### config.mk
export PLATFORM = sky130hd
export DESIGN_NAME = comp_alu_pipe
export DESIGN_NICKNAME = d
export VERILOG_FILES = /design/src/rtl/comp_alu_pkg.sv /design/src/rtl/comp_alu_core.sv /design/src/rtl/comp_alu_pipe.sv
export SDC_FILE = /design/constraint.sdc
export NUM_CORES = 2
export LEC_CHECK = 0
export CAP_MARGIN = 15
export CORE_AREA = 2 2 381 383
export CTS_CLUSTER_DIAMETER = 100
export DETAILED_ROUTE_END_ITERATION = 10
export DIE_AREA = 0 0 383 385
export PLACE_DENSITY = 0.71
export SETUP_SLACK_MARGIN = 0.05
export SYNTH_ARGS = -nofsm -noshare
export SYNTH_HDL_FRONTEND = slang
export SYNTH_SLANG_ARGS = --single-unit
### constraint.sdc
create_clock -name clk -period 6.4 [get_ports clk]
set_clock_uncertainty 0.1 [all_clocks]
set_input_delay 1.28 -clock clk [delete_from_list [all_inputs] [get_ports clk]]
set_output_delay 1.28 -clock clk [all_outputs]
set_load 0.03 [all_outputs]
### src/rtl/comp_alu_pkg.sv
// Shared definitions for the pipelined CompALU: instruction field layout,
// R-type funct codes and the decoded ALU operation type.
package comp_alu_pkg;

    localparam int OPC_LSB = 26;
    localparam int RS_LSB  = 21;
    localparam int RT_LSB  = 16;
    localparam int RD_LSB  = 11;
    localparam int SH_LSB  = 6;
    localparam int FN_LSB  = 0;
    localparam int SH_W    = 5;

    localparam logic [5:0] OPC_RTYPE = 6'd0;

    localparam logic [5:0] FN_ADD = 6'd27;
    localparam logic [5:0] FN_SUB = 6'd28;
    localparam logic [5:0] FN_SRL = 6'd29;
    localparam logic [5:0] FN_SLL = 6'd30;
    localparam logic [5:0] FN_XOR = 6'd31;
    localparam logic [5:0] FN_AND = 6'd32;
    localparam logic [5:0] FN_OR  = 6'd33;
    localparam logic [5:0] FN_SLT = 6'd34;

    typedef enum logic [3:0] {
        OP_ADD,
        OP_SUB,
        OP_SRL,
        OP_SLL,
        OP_XOR,
        OP_AND,
        OP_OR,
        OP_SLT,
        OP_ILL
    } alu_op_e;

    // Anything that is not a listed R-type funct (including the all-zero NOP) is illegal.
    function automatic alu_op_e decode_op(input logic [5:0] opcode, input logic [5:0] funct);
        alu_op_e op;
        op = OP_ILL;
        if (opcode == OPC_RTYPE) begin
            case (funct)
                FN_ADD:  op = OP_ADD;
                FN_SUB:  op = OP_SUB;
                FN_SRL:  op = OP_SRL;
                FN_SLL:  op = OP_SLL;
                FN_XOR:  op = OP_XOR;
                FN_AND:  op = OP_AND;
                FN_OR:   op = OP_OR;
                FN_SLT:  op = OP_SLT;
                default: op = OP_ILL;
            endcase
        end
        return op;
    endfunction

endpackage

### src/rtl/comp_alu_core.sv
// Combinational DATA_W-wide ALU: result, zero, carry and illegal-op flag
// for one decoded operation.
module comp_alu_core
    import comp_alu_pkg::*;
#(
    parameter int DATA_W = 32
) (
    input  alu_op_e             op,
    input  logic [DATA_W-1:0]   a,
    input  logic [DATA_W-1:0]   b,
    input  logic [SH_W-1:0]     shamt,
    output logic [DATA_W-1:0]   result,
    output logic                zero,
    output logic                carry,
    output logic                err
);

    logic [DATA_W:0] sum;
    logic [DATA_W:0] srl_ext;
    logic [DATA_W:0] sll_ext;

    // One guard bit beside the operand catches the last bit shifted out; shifts of
    // DATA_W or more naturally drain the result to zero.
    assign sum     = {1'b0, a} + {1'b0, b};
    assign srl_ext = {a, 1'b0} >> shamt;
    assign sll_ext = {1'b0, a} << shamt;

    always_comb begin
        // NOTE: every output gets a default first so no path through the case infers a latch.
        result = '0;
        carry  = 1'b0;
        err    = 1'b0;
        case (op)
            OP_ADD: begin
                result = sum[DATA_W-1:0];
                carry  = sum[DATA_W];
            end
            OP_SUB: begin
                result = a - b;
                carry  = (a >= b);
            end
            OP_SRL: begin
                result = srl_ext[DATA_W:1];
                carry  = srl_ext[0];
            end
            OP_SLL: begin
                result = sll_ext[DATA_W-1:0];
                carry  = sll_ext[DATA_W];
            end
            OP_XOR:  result = a ^ b;
            OP_AND:  result = a & b;
            OP_OR:   result = a | b;
            OP_SLT:  result = {{(DATA_W-1){1'b0}}, (a < b)};
            default: err    = 1'b1;
        endcase
        zero = (result == '0);
    end

endmodule

### src/rtl/comp_alu_pipe.sv
// Two-stage pipelined CompALU: decode/operand-read into ID, execute and
// writeback into WB which drives the valid/ready result port.
module comp_alu_pipe
    import comp_alu_pkg::*;
#(
    parameter int DATA_W  = 32,
    parameter int REG_NUM = 32,
    parameter int REG_AW  = 5
) (
    input  logic                clk,
    input  logic                rst_n,
    input  logic                in_valid,
    output logic                in_ready,
    input  logic [31:0]         in_instr,
    output logic                out_valid,
    input  logic                out_ready,
    output logic [DATA_W-1:0]   out_result,
    output logic                out_zero,
    output logic                out_carry,
    output logic                out_err,
    input  logic                cfg_we,
    input  logic [REG_AW-1:0]   cfg_addr,
    input  logic [DATA_W-1:0]   cfg_wdata
);

    logic [DATA_W-1:0] regs [REG_NUM];

    logic              id_valid;
    alu_op_e           id_op;
    logic [REG_AW-1:0] id_rd;
    logic [SH_W-1:0]   id_shamt;
    logic [DATA_W-1:0] id_a;
    logic [DATA_W-1:0] id_b;

    logic              wb_valid;

    logic              advance;
    logic              accept;
    logic              id_move;
    logic              id_legal;

    logic [REG_AW-1:0] rs_idx;
    logic [REG_AW-1:0] rt_idx;
    logic [DATA_W-1:0] opnd_a;
    logic [DATA_W-1:0] opnd_b;

    logic [DATA_W-1:0] alu_result;
    logic              alu_zero;
    logic              alu_carry;
    logic              alu_err;

    assign advance   = !wb_valid || out_ready;
    assign in_ready  = advance || !id_valid;
    assign accept    = in_valid && in_ready;
    assign id_move   = id_valid && advance;
    assign id_legal  = (id_op != OP_ILL);
    assign out_valid = wb_valid;

    assign rs_idx = in_instr[RS_LSB +: REG_AW];
    assign rt_idx = in_instr[RT_LSB +: REG_AW];

    // The instruction leaving ID writes the regfile on this same edge, so a
    // reader being accepted now must take its result straight from the ALU.
    always_comb begin
        opnd_a = regs[rs_idx];
        opnd_b = regs[rt_idx];
        if (id_move && id_legal && (id_rd == rs_idx)) opnd_a = alu_result;
        if (id_move && id_legal && (id_rd == rt_idx)) opnd_b = alu_result;
    end

    comp_alu_core #(
        .DATA_W (DATA_W)
    ) u_core (
        .op     (id_op),
        .a      (id_a),
        .b      (id_b),
        .shamt  (id_shamt),
        .result (alu_result),
        .zero   (alu_zero),
        .carry  (alu_carry),
        .err    (alu_err)
    );

    // NOTE: the regfile is a flop array with a reset because every register must read
    // as zero after reset; it cannot be mapped onto a RAM macro.
    always_ff @(posedge clk or negedge rst_n) begin
        if (!rst_n) begin
            for (int i = 0; i < REG_NUM; i++) regs[i] <= '0;
        end else begin
            if (cfg_we) regs[cfg_addr] <= cfg_wdata;
            // Later assignment wins, so a pipeline writeback overrides a same-index preload.
            if (id_move && id_legal) regs[id_rd] <= alu_result;
        end
    end

    // NOTE: sequential state uses non-blocking assignments so every flop samples pre-edge values.
    always_ff @(posedge clk or negedge rst_n) begin
        if (!rst_n) begin
            id_valid <= 1'b0;
            id_op    <= OP_ADD;
            id_rd    <= '0;
            id_shamt <= '0;
            id_a     <= '0;
            id_b     <= '0;
        end else begin
            if (in_ready) id_valid <= in_valid;
            if (accept) begin
                id_op    <= decode_op(in_instr[OPC_LSB +: 6], in_instr[FN_LSB +: 6]);
                id_rd    <= in_instr[RD_LSB +: REG_AW];
                id_shamt <= in_instr[SH_LSB +: SH_W];
                id_a     <= opnd_a;
                id_b     <= opnd_b;
            end
        end
    end

    always_ff @(posedge clk or negedge rst_n) begin
        if (!rst_n) begin
            wb_valid   <= 1'b0;
            out_result <= '0;
            out_zero   <= 1'b0;
            out_carry  <= 1'b0;
            out_err    <= 1'b0;
        end else if (advance) begin
            wb_valid   <= id_valid;
            out_result <= id_valid ? alu_result : '0;
            out_zero   <= id_valid & alu_zero;
            out_carry  <= id_valid & alu_carry;
            out_err    <= id_valid & alu_err;
        end
    end

endmodule
==> impl_metrics.yaml <==
worst_setup_path:
  cp_cell_sequence: "inv_1 -> ha_1 -> nor2_1 -> o311ai_1 -> a21oi_1 -> o31ai_1 -> o41ai_1 -> a211oi_1 -> nand2_1 -> and3_1 -> o21ai_4 -> buf_4 -> nor2_1 -> a21oi_1"
  path_delay_family: "compound AO/OA/AOI/OAI gates"
  worstSetupPathType: "flip-flop to flip-flop"
  reg2reg_depth: 14
  ff2ff_setup_slack_ns: 0.99
  path_buf_inv: 2
  crit_required_ns: 7.01
  cp-start-kind: "flip-flop"
  slowest_stage: "o31ai_1"
  cp_slowest_stage_delay_ns: 0.71
  crit_fanout: 19
  rr_startpoint: "id_a[1]$_DFFE_PN0P_"
  reg2reg_to: "regs[953]$_DFF_PN0_"
  crit_path_end_kind: "flip-flop"
  cp.arrival_ns: 6.02
synth:
  synth_top_family_by_area: "multiplexers"
  synth_mux_area_share_pct: 34.94
  ys_types: 97
  synthFlopType: "dfrtp_1"
  synth_area_um2: 78230
  synthCells: 7493
  syn_avg_cell_area_um2: 10.44
  synth_seq_cells: 1139
  synth_xor_area_share_pct: 0.2575
  yosys.area_share.simple_pct: 9.165
  synthAdderAreaFrac_pct: 1.747
  synth.net_count: 7675
  ys_seq_area_share_pct: 36.44
  synth_edf_count: 0
  synth_compound_area_share_pct: 12.81
  postSynth.asyncResetShare_pct: 100.0
  yosysWarnings: 0
sta:
  worst_pin_slew_ns: 1.314
  fmax_ghz: 0.1849
  rsz0062_at_grt: "false"
  min_period_ns: 5.407
  setup_violations: 0
  drv_slew: 0
  period_share_pct: 84.49
  relSlewSlack_pct: 12.21
  final-hold-violation-count: 0
  fin_setup_tns_ns: 0
drt:
  drt_first_pass_iters: 7
  wl_per_cell_um: 34.66
  viasPerCell: 7.228
  drcViolationCount: 0
  ant_nets: 0
  first_iter_violations: 9904
  routed_wl_mm: 319.6
  vias: 66650
clocking:
  cts_resized: 0
  cts.clk_slew.worst_paths_ns: 0.06
  cts_tree: "built"
  clock-root-buffer: "clkbuf_16"
  clock_path_buffers: 3
  insertion_delay_ns: 0.82
  htreeDepth: 4
  cts_hold_buf: 0
  postCtsSetupRepairBufs: 0
  cts_sinks: 1139
  cts-buffers-inserted: 134
pwr:
  totalPowerFinal_mw: 28.59
  powerDensity_nw_per_um2: 329.7
  vdd_drop_max_mv: 0.2797
  p_leak_nw: 37.62
floorplanning:
  rows: 139
  io_pins: 111
  die_y_um: 385
  die_area_um2: 147500
  start_util_pct: 54.65
  die_x_um: 383
  placeableCoreArea_um2: 143100
grt:
  grt_pass1_wl_mm: 457.9
  antenna_found_initial: 16
  grt.overflow.total: 0
  grtUsageTotal_pct: 43.05
  grt_pass1_vias: 64580
  grt_max_degree: 141
min_path:
  holdPathEnd: "out_result[27]$_DFFE_PN0P_"
  hold_path_class: "flip-flop to flip-flop"
  min_path_cells: 2
  hold_start: "out_result[27]$_DFFE_PN0P_"
run:
  drv_cap: 0
final_layout:
  final_common_cell: "dfrtp_1"
  final_cell_mix: "dfrtp_1, mux2i_1, nand2_1"
  fin_util_pct: 60.58
  layout.nets: 7388
  syn_to_final_growth_pct: 10.84
  drive_gt1_share_pct: 22.10
  n_fill_cell: 11510
place:
  port_buffers: 110
  place_hpwl_mm: 199.6
  gp_routability_congestion: 1.050
run_status:
  status: "complete, no violations"
==> per-stage QoR <==
stage | instances | cell area [µm²] | hold slack [ns] | setup slack, ns
floorplan | 7493 | 78230 | 0.3753 | 2.187
global placement | 8949 | 81610 | 0.3515 | 1.145
detailed placement | 8950 | 81620 | 0.3734 | 1.130
CTS | 9191 | 86150 | 0.3862 | 1.106
global route | 9217 | 86700 | 0.4074 | 0.6950
finish | 9221 | 86710 | 0.3788 | 0.9926
==> where the power goes <==
part	internal, mW	switching [mW]
Sequential	8.71	1.41
Combinational	4.42	6.03
Clock	4.61	3.40
==> synthesized netlist by cell type, drive strengths merged, types with 15 or more instances <==
cell	number	share of area (%)
nor3	31	0.20
ha	106	1.7
nand4	20	0.17
buf	139	0.83
xnor2	19	0.21
mux2i	831	11
dfrtp	1139	36
inv	113	0.55
o21ai	685	4.4
nand2b	15	0.12
clkbuf	681	3.3
nor2	635	3.0
nor4	17	0.16
nor2b	99	0.79
a31oi	15	0.12
a22o	18	0.20
mux4	705	20
nand3	38	0.24
o22ai	56	0.45
a21oi	684	4.4
nand2	794	3.8
a211oi	112	1.1
mux2	278	4.0
==> kinds of logic after synthesis <==
kind of cell / Yosys count
multiplexers: 1814
AO/OA/AOI/OAI: 1762
AND/OR/NAND/NOR: 1714
flip-flops: 1139
buffers and inverters: 933
adder cells (fa/ha/maj): 108
XOR/XNOR: 23
==> routing by layer <==
metal | routed length, µm | track usage [%] | share of wire (%) | vias to the layer above
met5 | 175 | 0.2599 | 0.055 | -
met2 | 137400 | 61.91 | 43 | 5095
met3 | 40310 | 12.81 | 13 | 1323
met4 | 26180 | 30.32 | 8.2 | 20
li1 | - | - | - | 27040
met1 | 115500 | 55.93 | 36 | 33170
==> sequential cells by signal, indices dropped and copies added, names as in the netlist <==
register,cells
id_rd,5
out_zero,1
id_a,32
id_shamt,5
out_carry,1
out_valid,1
id_valid,1
regs,1024
out_err,1
id_b,32
id_op,4
out_result,32
==> worst max-delay path by stage <==
stage,from,endpoint,slack [ns],cells after the start
2_1_floorplan,id_a[4]$_DFFE_PN0P_,out_zero$_DFFE_PN0P_,2.19,15
3_3_place_gp,in_instr[21],id_a[5]$_DFFE_PN0P_,1.15,9
3_5_place_dp,id_a[2]$_DFFE_PN0P_,out_zero$_DFFE_PN0P_,1.13,14
4_1_cts,id_a[2]$_DFFE_PN0P_,out_zero$_DFFE_PN0P_,1.11,14
5_1_grt,id_a[1]$_DFFE_PN0P_,regs[953]$_DFF_PN0_,0.70,14
6_report,id_a[1]$_DFFE_PN0P_,regs[953]$_DFF_PN0_,0.99,14
==> area by class of cell <==
cell class / instances / area (µm²) / share of cell area [%]
clock inverters: 39 / 516.7 / 0.5960
diodes: 7 / 17.52 / 0.02020
clock buffers: 202 / 4013 / 4.628
repair buffers: 397 / 4049 / 4.670
multi-input cells: 5421 / 46790 / 53.96
inverters: 113 / 426.7 / 0.4921
well taps: 1903 / 2381 / 2.746
flip-flops and latches: 1139 / 28510 / 32.88
==> tightest hold or removal path, cell delays in order (launching register included) <==
cell and delay (ns):
dfrtp_1 0.34, nand2_1 0.05, o21ai_0 0.06
No activity file was read; power rests on OpenSTA's default activity.
